### src/rtl/pipeline_pkg.sv
// Shared pipeline definitions: ISA widths, the canonical bubble and the IF/ID payload.
package pipeline_pkg;

    localparam int XLEN = 64;
    localparam int ILEN = 32;

    localparam logic [ILEN-1:0] NOP_INSTR = 32'h0000_0013;

    typedef struct packed {
        logic [XLEN-1:0] pc;
        logic [ILEN-1:0] instruction;
        logic            valid;
    } ifid_t;

endpackage

### src/rtl/ifid_reg.sv
// Generic pipeline register with hold and flush; flush replaces the masked bits with FLUSH_VAL.
module ifid_reg #(
    parameter int             W          = 97,
    parameter logic [W-1:0]   RST_VAL    = '0,
    parameter logic [W-1:0]   FLUSH_MASK = '0,
    parameter logic [W-1:0]   FLUSH_VAL  = '0
) (
    input  logic         clk_i,
    input  logic         reset_i,
    input  logic         hold_i,
    input  logic         flush_i,
    input  logic [W-1:0] d_i,
    output logic [W-1:0] q_o
);

    logic [W-1:0] data_q;
    logic [W-1:0] data_d;

    // Hold wins over flush; the owner decides when a redirect must override hold.
    always_comb begin
        data_d = d_i;
        if (hold_i) begin
            data_d = data_q;
        end else if (flush_i) begin
            data_d = (d_i & ~FLUSH_MASK) | (FLUSH_VAL & FLUSH_MASK);
        end
    end

    always_ff @(posedge clk_i or posedge reset_i) begin
        if (reset_i) begin
            data_q <= RST_VAL;
        end else begin
            data_q <= data_d;
        end
    end

    assign q_o = data_q;

endmodule

### src/rtl/if_stage.sv
// Instruction-fetch stage: owns the PC, feeds instruction memory and fills the IF/ID register.
module if_stage
    import pipeline_pkg::*;
#(
    parameter logic [XLEN-1:0] RESET_PC   = 64'h0,
    parameter logic [ILEN-1:0] NOP_INSTR  = pipeline_pkg::NOP_INSTR,
    parameter int unsigned     IMEM_BYTES = 16
) (
    input  logic            clk,
    input  logic            reset,
    input  logic            stall,
    input  logic            flush,
    input  logic            branch_taken,
    input  logic [XLEN-1:0] branch_target,
    input  logic [ILEN-1:0] Instruction,
    output logic [XLEN-1:0] Inst_Address,
    output logic [XLEN-1:0] ifid_pc,
    output logic [ILEN-1:0] ifid_instruction,
    output logic            ifid_valid,
    output logic            fetch_misaligned,
    output logic            pc_out_of_range,
    output logic [31:0]     fetch_count
);

    localparam ifid_t IFID_BUBBLE = '{pc: '0, instruction: NOP_INSTR, valid: 1'b0};
    localparam ifid_t IFID_MASK   = '{pc: '0, instruction: '1, valid: 1'b1};

    logic [XLEN-1:0] pc_q;
    logic [XLEN-1:0] pc_d;
    logic            misaligned_q;
    logic            misaligned_d;
    logic [31:0]     count_q;
    logic [31:0]     count_d;
    logic [XLEN:0]   pc_plus3;
    ifid_t           ifid_d;
    ifid_t           ifid_q;
    logic            ifid_hold;
    logic            ifid_flush;

    // Redirect beats stall beats flush; only a normal fetch retires an instruction.
    always_comb begin
        pc_d         = pc_q + 64'd4;
        misaligned_d = misaligned_q;
        count_d      = count_q;
        if (branch_taken) begin
            pc_d = {branch_target[XLEN-1:2], 2'b00};
            if (branch_target[1:0] != 2'b00) begin
                misaligned_d = 1'b1;
            end
        end else if (stall) begin
            pc_d = pc_q;
        end else if (!flush) begin
            count_d = count_q + 32'd1;
        end
    end

    always_ff @(posedge clk or posedge reset) begin
        if (reset) begin
            pc_q         <= RESET_PC;
            misaligned_q <= 1'b0;
            count_q      <= '0;
        end else begin
            pc_q         <= pc_d;
            misaligned_q <= misaligned_d;
            count_q      <= count_d;
        end
    end

    // A redirect squashes IF/ID even while the hazard unit is stalling.
    assign ifid_hold  = stall & ~branch_taken;
    assign ifid_flush = flush | branch_taken;
    assign ifid_d     = '{pc: pc_q, instruction: Instruction, valid: 1'b1};

    ifid_reg #(
        .W          ($bits(ifid_t)),
        .RST_VAL    (IFID_BUBBLE),
        .FLUSH_MASK (IFID_MASK),
        .FLUSH_VAL  (IFID_BUBBLE)
    ) u_ifid_reg (
        .clk_i   (clk),
        .reset_i (reset),
        .hold_i  (ifid_hold),
        .flush_i (ifid_flush),
        .d_i     (ifid_d),
        .q_o     (ifid_q)
    );

    assign pc_plus3 = {1'b0, pc_q} + (XLEN+1)'(3);

    assign Inst_Address     = pc_q;
    assign ifid_pc          = ifid_q.pc;
    assign ifid_instruction = ifid_q.instruction;
    assign ifid_valid       = ifid_q.valid;
    assign fetch_misaligned = misaligned_q;
    assign fetch_count      = count_q;
    assign pc_out_of_range  = (pc_plus3 >= (XLEN+1)'(IMEM_BYTES));

endmodule

### config.mk
export PLATFORM = sky130hd
export DESIGN_NAME = if_stage
export DESIGN_NICKNAME = d
export VERILOG_FILES = /design/src/rtl/pipeline_pkg.sv /design/src/rtl/ifid_reg.sv /design/src/rtl/if_stage.sv
export SDC_FILE = /design/constraint.sdc
export NUM_CORES = 1
export LEC_CHECK = 0
export ABC_AREA = 0
export BUFFER_PORTS_ARGS = -buffer_cell sky130_fd_sc_hd__buf_2
export CAP_MARGIN = 20
export CELL_PAD_IN_SITES_DETAIL_PLACEMENT = 0
export CELL_PAD_IN_SITES_GLOBAL_PLACEMENT = 1
export CORE_MARGIN = 2
export CORE_UTILIZATION = 30
export CTS_BUF_LIST = sky130_fd_sc_hd__clkbuf_16
export DETAILED_ROUTE_END_ITERATION = 10
export GPL_ROUTABILITY_DRIVEN = 0
export PLACE_DENSITY = 0.73
export SYNTH_ARGS = -nofsm -noshare
export SYNTH_HDL_FRONTEND = slang
export SYNTH_SLANG_ARGS = --single-unit
### constraint.sdc
create_clock -name clk -period 7.77 [get_ports clk]
set_clock_uncertainty 0.2 [all_clocks]
set_input_delay 1.1655 -clock clk [delete_from_list [all_inputs] [get_ports clk]]
set_output_delay 1.1655 -clock clk [all_outputs]
set_load 0.005 [all_outputs]
==> results.cfg, run 1 <==
[clocking]
clock_latency_ns = 0.45
htree_levels = 4
numCtsBuffers = 17
path_clk_slew_ns = 0.07
cts_sinks = 190
cts_hold_buf = 0
root_buffer = clkbuf_16
cts.repair.resized = 0
cts_tree = built
max-clock-path-buffers = 2
postCtsSetupBuffers = 0

[worst_setup_path]
cp_top_family = simple AND/OR/NAND/NOR gates
path_class = reg2out
start_kind = register
r2r_start = Inst_Address[11]$_DFFE_PP0N_
critPathArrivalTime_ns = 2.46
rr_worst_depth = 5
rr_endpoint = Inst_Address[58]$_DFFE_PP0N_
crit_slowest_cell = or4_1
worst-path-buf-inv = 1
path_cells = nor4_1, nand4_1, or4_1, buf_2
slowest_delay_ns = 0.62
critPathMaxFanout = 8
required_ns = 6.40
r2r_slack_ns = 4.46
end_kind = primary output

[power]
p_leak_uw = 0.00538
vdd_drop_max_mv = 0.112
power.density_cell_area_nw_per_um2 = 213

[worst_hold_path]
hold_end = u_ifid_reg.q_o[92]$_DFFE_PP0N_
holdPathStages = 2
hold_path.class = reg2reg
min-delay-start = u_ifid_reg.q_o[92]$_DFFE_PP0N_

[finish]
seqCellArea_um2 = 4760
nNetsFinal = 1303
multiInputGateArea_um2 = 3880
fin_cells = 1607
drive_gt1_share_pct = 28.9
fillers = 3054
area_delta_synth_final_pct = 26.3

[logic_synthesis]
synth_cells = 945
synth_cell_types = 55
syn-cell-area_um2 = 8910
ys.flop_type = dfrtp_1
syn_avg_cell_area_um2 = 9.43
yosysSeqAreaShare_pct = 53.4
synthArstFlopShare_pct = 100
ys_ff_latch = 190
yosys_warnings = 0
synth_edf_count = 0

[grt]
grt_pass1_wl_um = 45900
grt_overflow = 0
grt_util_all_layers_pct = 19.1
grt_max_degree = 135
grt_pass1_vias = 7695
antenna_found_initial = 4

[sta]
fin_ws_ns = 3.95
finalHoldViolCount = 0
min_period_ns = 3.82
grt_setup_unrepaired = false
finalCritPeriodShare_pct = 49.2
final.setup.tns_ns = 0
hold_ws_ns = 0.263
slew_viol_final = 0
fmax_mhz = 262
max-slew-margin-rel_pct = 30.4
tightestPinTransition_ns = 1.04
setup_viol = 0

[floorplan]
core_area_um2 = 29500
dieArea_um2 = 31100
initial_core_util_pct = 30.2
die_x_um = 176
rows = 63
io_pins = 296
fp.dieH_um = 176

[routing]
wl_um = 29900
route.detailed.drc = 0
via_count = 7978
drt_pre_antenna_iters = 5
ant_nets = 0
via_per_inst = 4.96
avgRoutedWirePerCell_um = 18.6
drt_iter0_markers = 460

[status]
status = complete, no violations

[placed_design]
placed_cells = 1571
pre_cts_ws_ns = 3.67
hpwl_um = 21400
port_buffers = 291

[job]
drv_cap = 0
## worst max path at each step
stage                                 start                            end  cells past startpoint
5_1_grt        Inst_Address[10]$_DFFE_PP0N_                pc_out_of_range                      4
2_1_floorplan                         reset   Inst_Address[10]$_DFFE_PP0N_                      1
6_report       Inst_Address[10]$_DFFE_PP0N_                pc_out_of_range                      4
3_5_place_dp                   branch_taken  u_ifid_reg.q_o[2]$_DFFE_PP1N_                      5
4_1_cts        Inst_Address[10]$_DFFE_PP0N_                pc_out_of_range                      4
3_3_place_gp                   branch_taken  u_ifid_reg.q_o[2]$_DFFE_PP1N_                      5
## through the flow
step | cell area (µm²) | total power (µW) | util (%)
after floorplan | 8920 | 1340 | -
after global placement | 10700 | 1530 | 36.2
after detailed placement | 10700 | 1530 | 36.2
after CTS | 11200 | 2430 | 38.2
after global routing | 11300 | 2530 | 38.2
final | 11300 | 2400 | 38.2
## kinds of logic after synthesis
kind of cell,Yosys count,share of synthesized area (%)
flip-flops,190,53.4
AO/OA/AOI/OAI,113,8.37
multiplexers,4,0.477
XOR/XNOR,74,7.27
other,1,0.0421
AND/OR/NAND/NOR,488,26.8
adder cells (fa/ha/maj),2,0.281
buffers and inverters,73,3.40
## synth_stat cells, types with 2 or more instances
| cell | count | area (µm²) |
|---|---|---|
| nand2_1 | 266 | 998 |
| dfrtp_1 | 187 | 4680 |
| o21ai_0 | 54 | 270 |
| xnor2_1 | 51 | 447 |
| clkbuf_1 | 43 | 161 |
| nand4_1 | 36 | 225 |
| nand3_1 | 34 | 170 |
| nor4_1 | 32 | 200 |
| a22o_1 | 29 | 254 |
| nor2_1 | 28 | 105 |
| xor2_1 | 23 | 201 |
| nor3_1 | 17 | 85.1 |
| or4_1 | 15 | 113 |
| and3_1 | 12 | 75.1 |
| buf_2 | 11 | 55.1 |
| or3_1 | 11 | 68.8 |
| a31oi_1 | 9 | 56.3 |
| and4_1 | 8 | 70.1 |
| inv_1 | 8 | 30.0 |
| buf_1 | 6 | 22.5 |
| and2_1 | 4 | 25.0 |
| buf_4 | 4 | 30.0 |
| nor2b_1 | 4 | 25.0 |
| dfstp_2 | 3 | 78.8 |
| nand4b_1 | 3 | 26.3 |
| o211ai_1 | 3 | 22.5 |
| o22a_1 | 3 | 26.3 |
| o31ai_1 | 3 | 22.5 |
| a311o_1 | 2 | 20.0 |
| ha_1 | 2 | 25.0 |
| mux2_2 | 2 | 22.5 |
| mux2i_1 | 2 | 20.0 |
| nand2b_1 | 2 | 12.5 |
| nand4_4 | 2 | 42.5 |
| nor3b_1 | 2 | 15.0 |
| nor4b_1 | 2 | 17.5 |
| o21ai_1 | 2 | 10.0 |
| or2_2 | 2 | 12.5 |
| or4b_4 | 2 | 27.5 |
## final cells by class
type,instances,area share (%)
sequential,190,42.3
tap,390,4.33
inverter,9,0.367
timing repair buffer,297,13.4
clock inverter,15,1.38
antenna,4,0.0889
multi-input combinational,685,34.4
clock buffer,17,3.78
## flip-flops by register name, summed over array words and instances, names as in the netlist
register / flops
Inst_Address: 62
fetch_count: 32
fetch_misaligned: 1
u_ifid_reg.q_o: 95
## worst register-to-register path, cell delays in order, from the launching register on
cell     delay, ns
dfrtp_1       0.63
and4_1        0.32
nand4_1       0.71
or4b_4        0.84
or3_1         0.36
a31oi_1       0.17
## metal layers
| metal | track usage (%) | share of wire, % | vias to the layer above |
|---|---|---|---|
| li1 | - | - | 3789 |
| met1 | 25.8 | 45 | 3851 |
| met2 | 30.7 | 46 | 306 |
| met3 | 4.41 | 7.3 | 30 |
| met4 | 5.58 | 1.3 | 2 |
| met5 | 0 | 0.023 | - |
## report_power, final
group          switching (µW)  total [µW]  internal [µW]
combinational             170         313            143
clock                     438         893            455
sequential                118        1190           1070
## cell usage in the layout, fill, tap and decap left out, types with 9 or more instances in the layout
master / synthesis / layout
a31oi_1: 9 / 9
nor3_1: 17 / 16
nand3_1: 34 / 34
nor4_1: 32 / 32
nand2_1: 266 / 265
buf_2: 11 / 290
nand4_1: 36 / 36
or3_1: 11 / 11
nor2_1: 28 / 28
and3_1: 12 / 12
xor2_1: 23 / 23
or4_1: 15 / 15
o21ai_0: 54 / 54
dfrtp_1: 187 / 187
clkbuf_16: 0 / 17
a22o_1: 29 / 29
xnor2_1: 51 / 51
Note: power is estimated with default switching activity, not from simulation.
==> run 2, diff against run 1 <==
--- a/config.mk
+++ b/config.mk
@@ -15,7 +15,7 @@
 export CTS_BUF_LIST = sky130_fd_sc_hd__clkbuf_16
 export DETAILED_ROUTE_END_ITERATION = 10
 export GPL_ROUTABILITY_DRIVEN = 0
-export PLACE_DENSITY = 0.73
+export PLACE_DENSITY = 0.76
 export SYNTH_ARGS = -nofsm -noshare
 export SYNTH_HDL_FRONTEND = slang
 export SYNTH_SLANG_ARGS = --single-unit
==> constraint.sdc (replaced) <==
create_clock -name clk -period 3.4 [get_ports clk]
set_clock_uncertainty 0.2 [all_clocks]
set_input_delay 0.51 -clock clk [delete_from_list [all_inputs] [get_ports clk]]
set_output_delay 0.51 -clock clk [all_outputs]
set_load 0.005 [all_outputs]
==> run 2 against run 1 <==
Count of clock-buffer cells in the layout unchanged. Utilization up 0.60 points. Non-clock buffer count up 20. Combinational power up 140%. Via count up 2.1%. Global-route usage up 0.41 points. Die area unchanged.
==> results.cfg, run 2 (synthesized netlist as in run 1, its figures left out) <==
[status]
status = complete, no violations

[sta]
slew_viol_final = 0
tightestPinTransition_ns = 1.00
max-slew-margin-rel_pct = 33.3
grt_setup_unrepaired = false
min_period_ns = 3.14
fmax_mhz = 319
final.setup.tns_ns = 0
setup_viol = 0
finalHoldViolCount = 0
hold_ws_ns = 0.0198
fin_ws_ns = 0.264
finalCritPeriodShare_pct = 92.2

[routing]
via_count = 8144
drt_iter0_markers = 578
via_per_inst = 5.01
drt_pre_antenna_iters = 5
route.detailed.drc = 0
wl_um = 30700
avgRoutedWirePerCell_um = 18.8
ant_nets = 0

[worst_setup_path]
end_kind = primary output
rr_endpoint = Inst_Address[62]$_DFFE_PP0N_
crit_slowest_cell = or4_1
cp_top_family = simple AND/OR/NAND/NOR gates
slowest_delay_ns = 0.56
r2r_start = Inst_Address[19]$_DFFE_PP0N_
r2r_slack_ns = 0.57
critPathMaxFanout = 8
worst-path-buf-inv = 1
path_class = reg2out
critPathArrivalTime_ns = 2.43
rr_worst_depth = 6
start_kind = register
required_ns = 2.69
path_cells = nor4_1, nand4_1, or4_1, buf_2

[grt]
antenna_found_initial = 3
grt_pass1_wl_um = 46300
grt_pass1_vias = 7788
grt_overflow = 0
grt_util_all_layers_pct = 19.5
grt_max_degree = 104

[floorplan]
core_area_um2 = 29500
io_pins = 296
rows = 63
initial_core_util_pct = 30.2
fp.dieH_um = 176
die_x_um = 176
dieArea_um2 = 31100

[power]
clkPwrFrac_pct = 36.9
power_frac_seq_pct = 49.2
power.density_cell_area_nw_per_um2 = 481
p_int_uw = 3880
vdd_drop_max_mv = 0.279
p_comb_share_pct = 13.9
p_switching_uw = 1610
p_leak_uw = 0.00549
swShare_pct = 29.3

[finish]
nNetsFinal = 1323
area_delta_synth_final_pct = 28.3
largest_reg_flops = 95
final_common_cell = buf_2
fillers = 3064
layout_common_cells = buf_2, nand2_1, dfrtp_1
drive_gt1_share_pct = 29.8
fin_area_um2 = 11400
fin_cells = 1627

[clocking]
numCtsBuffers = 17
postCtsSetupBuffers = 0
cts_tree = built
max-clock-path-buffers = 2
cts_hold_buf = 0
cts_sinks = 190
htree_levels = 4
cts.repair.resized = 0
root_buffer = clkbuf_16
clock_latency_ns = 0.43
path_clk_slew_ns = 0.07

[placed_design]
pre_cts_ws_ns = 0.568
port_buffers = 291
placed_cells = 1591
placed_area_um2 = 10900
hpwl_um = 22600

[worst_hold_path]
hold_path.class = in2async

[job]
drv_cap = 0
## run 2: per-layer routing
metal	routed length [µm]	GRT usage (%)	vias up
li1	-	-	3840
met1	13300	25.9	3920
met2	14100	30.9	346
met3	2640	5.66	38
met4	579	6.03	0
met5	0	0	-
## run 2: stage by stage
step / util (%) / total power (µW)
after floorplan: - / 3070
after global placement: 36.8 / 3510
after detailed placement: 36.8 / 3530
after CTS: 38.8 / 5570
after global routing: 38.8 / 5800
final: 38.8 / 5500
## run 2: how the worst max path moves through the flow
| stage | from | endpoint | slack [ns] | cells past startpoint |
|---|---|---|---|---|
| floorplan | reset | Inst_Address[10]$_DFFE_PP0N_ | 0.24 | 1 |
| global placement | stall | Inst_Address[49]$_DFFE_PP0N_ | 0.59 | 5 |
| detailed placement | stall | Inst_Address[60]$_DFFE_PP0N_ | 0.57 | 6 |
| CTS | Inst_Address[10]$_DFFE_PP0N_ | pc_out_of_range | 0.22 | 4 |
| global route | Inst_Address[59]$_DFFE_PP0N_ | pc_out_of_range | 0.23 | 4 |
| finish | Inst_Address[10]$_DFFE_PP0N_ | pc_out_of_range | 0.26 | 4 |
## run 2: final cells by class
type                    count  area [µm²]  share of cell area (%)
inverters                   9        37.5                   0.328
well taps                 390         488                    4.27
clock buffers              17         425                    3.72
multi-input cells         685        3880                    33.9
repair buffers            317        1690                    14.8
diodes                      4        10.0                  0.0875
flip-flops and latches    190        4760                    41.6
clock inverters            15         148                    1.29
## run 2: power groups by stage
stage          registers (µW)  clock network, µW  logic [µW]
2_1_floorplan            2690                  0         382
3_3_place_gp             2740                  0         777
4_1_cts                  2700               2090         783
5_1_grt                  2740               2190         863
6_report                 2710               2030         764
3_5_place_dp             2750                  0         780
